File: config.mk
export PLATFORM = sky130hd
export DESIGN_NAME = lsu_mem_unit
export DESIGN_NICKNAME = d
export VERILOG_FILES = /design/src/rtl/lsu_pkg.sv /design/src/rtl/lsu_lane_align.sv /design/src/rtl/lsu_mem_unit.sv
export SDC_FILE = /design/constraint.sdc
export NUM_CORES = 1
export LEC_CHECK = 0
export CORE_ASPECT_RATIO = 1.2
export CORE_MARGIN = 5
export CORE_UTILIZATION = 45
export CTS_CLUSTER_SIZE = 8
export DETAILED_ROUTE_END_ITERATION = 16
export PLACE_DENSITY = 0.85
export SLEW_MARGIN = 0
export SYNTH_ARGS = -nofsm -noshare
export SYNTH_HDL_FRONTEND = slang
export SYNTH_SLANG_ARGS = --single-unit
File: constraint.sdc
create_clock -name clock -period 5.1 [get_ports clock]
set_input_delay 0.765 -clock clock [delete_from_list [all_inputs] [get_ports clock]]
set_output_delay 0.765 -clock clock [all_outputs]
set_load 0.005 [all_outputs]
File: src/rtl/lsu_pkg.sv
// Shared types and constants for the load/store unit: FSM states, RV32 funct3
// codes, response error codes and bus transfer sizes.
package lsu_pkg;

    typedef enum logic [2:0] {
        S_IDLE,
        S_RD_ADDR,
        S_RD_DATA,
        S_WR_REQ,
        S_WR_RESP,
        S_RESP
    } lsu_state_e;

    localparam logic [2:0] F3_B  = 3'd0;
    localparam logic [2:0] F3_H  = 3'd1;
    localparam logic [2:0] F3_W  = 3'd2;
    localparam logic [2:0] F3_BU = 3'd4;
    localparam logic [2:0] F3_HU = 3'd5;

    localparam logic [1:0] ERR_OK       = 2'b00;
    localparam logic [1:0] ERR_MISALIGN = 2'b01;
    localparam logic [1:0] ERR_BUS      = 2'b10;
    localparam logic [1:0] ERR_ILLEGAL  = 2'b11;

    localparam logic [2:0] SIZE_B = 3'd0;
    localparam logic [2:0] SIZE_H = 3'd1;
    localparam logic [2:0] SIZE_W = 3'd2;

    function automatic logic f3_illegal(input logic is_store, input logic [2:0] f3);
        if (is_store) return (f3 > F3_W);
        return (f3 == 3'd3) || (f3 == 3'd6) || (f3 == 3'd7);
    endfunction

    function automatic logic [2:0] f3_size(input logic [2:0] f3);
        case (f3)
            F3_H, F3_HU: return SIZE_H;
            F3_W:        return SIZE_W;
            default:     return SIZE_B;
        endcase
    endfunction

    function automatic logic misaligned(input logic [2:0] f3, input logic [1:0] offset);
        case (f3_size(f3))
            SIZE_H:  return offset[0];
            SIZE_W:  return (offset != 2'b00);
            default: return 1'b0;
        endcase
    endfunction

endpackage

File: src/rtl/lsu_lane_align.sv
// Byte-lane steering: store strobe/data replication and load lane extraction
// with sign or zero extension. Purely combinational.
module lsu_lane_align
    import lsu_pkg::*;
(
    input  logic [2:0]  funct3,
    input  logic [1:0]  offset,
    input  logic [31:0] st_data,
    output logic [31:0] st_wdata,
    output logic [3:0]  st_wstrb,
    input  logic [31:0] ld_data,
    output logic [31:0] ld_ext
);

    logic [15:0] ld_shift;

    assign ld_shift = 16'(ld_data >> {offset, 3'b000});

    always_comb begin
        st_wdata = st_data;
        st_wstrb = 4'b1111;
        case (funct3)
            F3_B: begin
                st_wdata = {4{st_data[7:0]}};
                st_wstrb = 4'b0001 << offset;
            end
            F3_H: begin
                st_wdata = {2{st_data[15:0]}};
                st_wstrb = 4'b0011 << offset;
            end
            default: ;
        endcase
    end

    always_comb begin
        ld_ext = '0;
        case (funct3)
            F3_B:    ld_ext = {{24{ld_shift[7]}}, ld_shift[7:0]};
            F3_H:    ld_ext = {{16{ld_shift[15]}}, ld_shift};
            F3_W:    ld_ext = ld_data;
            F3_BU:   ld_ext = {24'd0, ld_shift[7:0]};
            F3_HU:   ld_ext = {16'd0, ld_shift};
            default: ld_ext = '0;
        endcase
    end

endmodule

File: src/rtl/lsu_mem_unit.sv
// Single-outstanding load/store unit driving the data-side read and write
// channels of the AXI bridge, with one writeback response per request.
module lsu_mem_unit
    import lsu_pkg::*;
#(
    parameter int ADDR_WIDTH  = 32,
    parameter bit CHECK_ALIGN = 1'b1
) (
    input  logic                  clock,
    input  logic                  reset,
    input  logic                  req_valid,
    output logic                  req_ready,
    input  logic                  req_is_store,
    input  logic [2:0]            req_funct3,
    input  logic [ADDR_WIDTH-1:0] req_addr,
    input  logic [31:0]           req_wdata,
    output logic                  resp_valid,
    input  logic                  resp_ready,
    output logic [31:0]           resp_rdata,
    output logic [1:0]            resp_err,
    output logic                  arvalid,
    input  logic                  arready,
    output logic [ADDR_WIDTH-1:0] araddr,
    output logic [2:0]            arsize,
    input  logic                  rvalid,
    output logic                  rready,
    input  logic [31:0]           rdata,
    input  logic [1:0]            rresp,
    output logic                  awvalid,
    input  logic                  awready,
    output logic [ADDR_WIDTH-1:0] awaddr,
    output logic                  wvalid,
    input  logic                  wready,
    output logic [31:0]           wdata,
    output logic [3:0]            wstrb,
    input  logic                  bvalid,
    output logic                  bready,
    input  logic [1:0]            bresp
);

    lsu_state_e            state_q, state_d;
    logic [ADDR_WIDTH-1:0] addr_q;
    logic [2:0]            f3_q;
    logic [31:0]           wdata_q;
    logic [3:0]            wstrb_q;
    logic [31:0]           rdata_q;
    logic [1:0]            err_q;

    logic        req_illegal, req_misalign;
    logic [2:0]  al_f3;
    logic [1:0]  al_off;
    logic [31:0] al_wdata, al_ext;
    logic [3:0]  al_wstrb;

    assign req_illegal  = f3_illegal(req_is_store, req_funct3);
    assign req_misalign = CHECK_ALIGN && misaligned(req_funct3, req_addr[1:0]);

    // One aligner serves both directions: the live request steers store lanes
    // in IDLE, the latched request steers load extraction afterwards.
    assign al_f3  = (state_q == S_IDLE) ? req_funct3    : f3_q;
    assign al_off = (state_q == S_IDLE) ? req_addr[1:0] : addr_q[1:0];

    lsu_lane_align u_align (
        .funct3   (al_f3),
        .offset   (al_off),
        .st_data  (req_wdata),
        .st_wdata (al_wdata),
        .st_wstrb (al_wstrb),
        .ld_data  (rdata),
        .ld_ext   (al_ext)
    );

    always_ff @(posedge clock) begin
        if (reset) state_q <= S_IDLE;
        else       state_q <= state_d;
    end

    always_comb begin
        state_d    = state_q;
        req_ready  = 1'b0;
        arvalid    = 1'b0;
        rready     = 1'b0;
        awvalid    = 1'b0;
        wvalid     = 1'b0;
        bready     = 1'b0;
        resp_valid = 1'b0;
        case (state_q)
            S_IDLE: begin
                req_ready = 1'b1;
                if (req_valid) begin
                    if (req_illegal || req_misalign) state_d = S_RESP;
                    else if (req_is_store)           state_d = S_WR_REQ;
                    else                             state_d = S_RD_ADDR;
                end
            end
            S_RD_ADDR: begin
                arvalid = 1'b1;
                if (arready) state_d = S_RD_DATA;
            end
            S_RD_DATA: begin
                rready = 1'b1;
                if (rvalid) state_d = S_RESP;
            end
            S_WR_REQ: begin
                // Address and data are accepted as a pair by the bridge.
                awvalid = 1'b1;
                wvalid  = 1'b1;
                if (awready && wready) state_d = S_WR_RESP;
            end
            S_WR_RESP: begin
                bready = 1'b1;
                if (bvalid) state_d = S_RESP;
            end
            S_RESP: begin
                resp_valid = 1'b1;
                if (resp_ready) state_d = S_IDLE;
            end
            default: state_d = S_IDLE;
        endcase
    end

    always_ff @(posedge clock) begin
        if (reset) begin
            addr_q  <= '0;
            f3_q    <= '0;
            wdata_q <= '0;
            wstrb_q <= '0;
            rdata_q <= '0;
            err_q   <= ERR_OK;
        end else begin
            case (state_q)
                S_IDLE: if (req_valid) begin
                    addr_q  <= req_addr;
                    f3_q    <= req_funct3;
                    wdata_q <= al_wdata;
                    wstrb_q <= req_is_store ? al_wstrb : 4'b0000;
                    rdata_q <= '0;
                    err_q   <= req_illegal  ? ERR_ILLEGAL  :
                               req_misalign ? ERR_MISALIGN : ERR_OK;
                end
                S_RD_DATA: if (rvalid) begin
                    rdata_q <= al_ext;
                    err_q   <= (rresp != 2'b00) ? ERR_BUS : ERR_OK;
                end
                S_WR_RESP: if (bvalid) begin
                    err_q <= (bresp != 2'b00) ? ERR_BUS : ERR_OK;
                end
                default: ;
            endcase
        end
    end

    assign araddr     = addr_q;
    assign arsize     = f3_size(f3_q);
    assign awaddr     = addr_q;
    assign wdata      = wdata_q;
    assign wstrb      = wstrb_q;
    assign resp_rdata = rdata_q;
    assign resp_err   = err_q;

endmodule

==> results.yml <==
clocking:
  tritoncts: "yes"
  clkSlewWorstSetupHoldPaths_ns: 0.07
  clock_latency_ns: 0.34
  cts_resized: 0
  htreeDepth: 3
  clockBufferDepth: 2
  cts_root_buf: "clkbuf_16"
  post_cts_buffers: 0
  cts_buffers: 9
  cts_hold_buf: 0
  cts.sinks: 108
synthesis:
  synth_edf_count: 0
  synth_cells: 673
  yosys_warnings: 0
  synth_area_per_cell_um2: 7.972
  synthFlopType: "dfxtp_1"
  mappedNetlistArea_mm2: 0.005365
  ys_ff_latch: 108
  syn_nets: 788
  async_reset_ff_share_pct: 0
  ys_seq_area_share_pct: 40.30
  yosysUniqueCellTypes: 58
sta:
  fin_tns_setup_ns: 0
  hold_viol: 0
  relSlewSlack_pct: 36.88
  tightest_slew_ns: 0.9467
  period_needed_ns: 3.367
  rsz0062_at_grt: "no"
  finalMaxSlewViolations: 0
  fmax_mhz: 297.0
  finalCritPeriodShare_pct: 66.01
  fin_skew_ns: 0.006792
  setup_ws_ns: 1.733
  finalSetupViolCount: 0
floorplan:
  core.rowCount: 43
  io_pins: 257
  die_h_um: 129.6
  die_area_mm2: 0.01422
  fp.dieW_um: 109.7
  start_util_pct: 46.17
  core_area_mm2: 0.01162
routing:
  post_drt_wl_per_cell_um: 18.36
  drt_iter0_drc: 283
  drc: 0
  routed_wl_mm: 18.82
  vias: 5659
  via_per_inst: 5.521
  dr.pass1.iters: 5
  ant_nets: 0
worst_setup_path:
  criticalPathCategory: "reg2reg"
  r2r_slack_ns: 1.73
  end_kind: "flip-flop"
  worstPathArrival_ns: 3.65
  crit_fanout: 17
  critPathRequiredTime_ns: 5.38
  worst_setup_path_start_kind: "flip-flop"
pwr:
  leakagePower_nw: 2.989
  power_mw: 3.956
  ir_drop_mv: 0.2804
  power.density_mw_per_mm2: 496.8
finish:
  nFillCells: 964
  final-seq-area_mm2: 0.002162
  multi_input_area_mm2: 0.002681
  layout_commonest_cell: "clkdlybuf4s50_1"
  layout_common_cells: "clkdlybuf4s50_1 (254), nand2_1 (150), dfxtp_1 (108)"
  drive_above_1_share_pct: 3.802
  area_growth_pct: 48.44
  final_nets: 978
  antenna_cells: 0
hold_path:
  hold_path_class: "reg2reg"
run:
  maxCapViolCount: 0
global_routing:
  grt-ovfl-total: 0
  grt.total_usage_pct: 25.57
  antenna_found_initial: 0
  grt_pass1_vias: 5734
  grt_pass1_wl_mm: 28.80
  grt_max_degree: 81
status:
  outcome: "finished clean"
place:
  hpwl_mm: 14.43
  gp_congestion: 0.9347
  dpl_worst_slack_ns: 1.570
  io_buffers: 255
## stage by stage
stage	hold slack [ns]	cell area, um2	utilization, %	cells
floorplan	0.4483	5365	-	673
global placement	0.4417	7667	65.98	1009
detailed placement	0.4494	7667	65.98	1009
CTS	0.4588	7964	68.53	1025
global route	0.4801	7964	68.53	1025
finish	0.4568	7964	68.53	1025
## layout make-up
cell class              instances  share of cell area [%]
clock buffers                  13                   3.142
flip-flops and latches        108                   27.15
well taps                     157                   2.467
clock inverters                 3                  0.5813
inverters                       9                  0.4399
multi-input cells             474                   33.67
repair buffers                261                   32.55
## worst paths after layout
kind	from	end	cells after the start
worst max-delay path	state_q[1]	resp_rdata[6]	6
worst max register to register	state_q[1]	resp_rdata[6]	6
worst min-delay path	resp_rdata[10]	resp_rdata[10]	2
worst min register to register	resp_rdata[10]	resp_rdata[10]	2
## metal layers
metal  vias up  routed length (um)  track usage, %
met3        35                1969           8.520
met5         -                   0               0
li1       2699                   -               -
met1      2643                6912           28.42
met2       282                9518           45.27
met4         0                 423           8.951
## report_power, final
group	internal [mW]	leakage [nW]	total [mW]	switching, mW
logic	0.971	1.97	2.04	1.07
clock network	0.396	0.140	0.701	0.305
registers	1.04	0.882	1.22	0.180
total	2.40	2.99	3.96	1.55
## synthesized netlist by cell type (all sizes together), types with 3 or more instances
master   count  share of area, %
a22o        16               2.6
nand2b       4              0.47
o2bb2ai      7               1.1
o21bai       3              0.42
nor2b       11               1.3
mux2         4              0.91
nand3        8              0.75
a21bo        3              0.56
nor2        33               2.3
a211oi      19               2.8
and2         9               1.0
a21oi       85               7.9
nand2      150                10
dfxtp      108                40
o21ai       32               3.0
a31oi        4              0.47
a221oi       9               1.5
nor3         9              0.84
mux2i       20               4.0
inv          8              0.56
a22oi        7              0.98
nor3b        3              0.42
and2b        3              0.42
buf         51               6.9
a221o        5              0.93
clkbuf      31               2.2
## kinds of logic (layout without fill, tap and decap cells)
kind of cell,Yosys count,count (layout),share of synthesized area (%)
simple gates,240,240,19.61
compound gates,207,207,24.93
flops,108,108,40.30
buf+inv,91,286,9.748
mux,24,24,4.874
fa+ha+maj,2,2,0.4663
other cells,1,1,0.06990
## flip-flops by register name, indices dropped and copies added (netlist names)
register and cells:
f3_q 3, wstrb 4, state_q 3, resp_rdata 32
araddr 32, wdata 32, resp_err 2
## critical path, stage by stage (launching register included)
cell and delay [ns]:
dfxtp_1 0.65, nor3b_1 0.55, nand2_1 0.22, a21oi_1 0.68, and2_1 0.60, nor2b_1 0.40, a221o_1 0.21
Power figures use the tool's default switching activity.
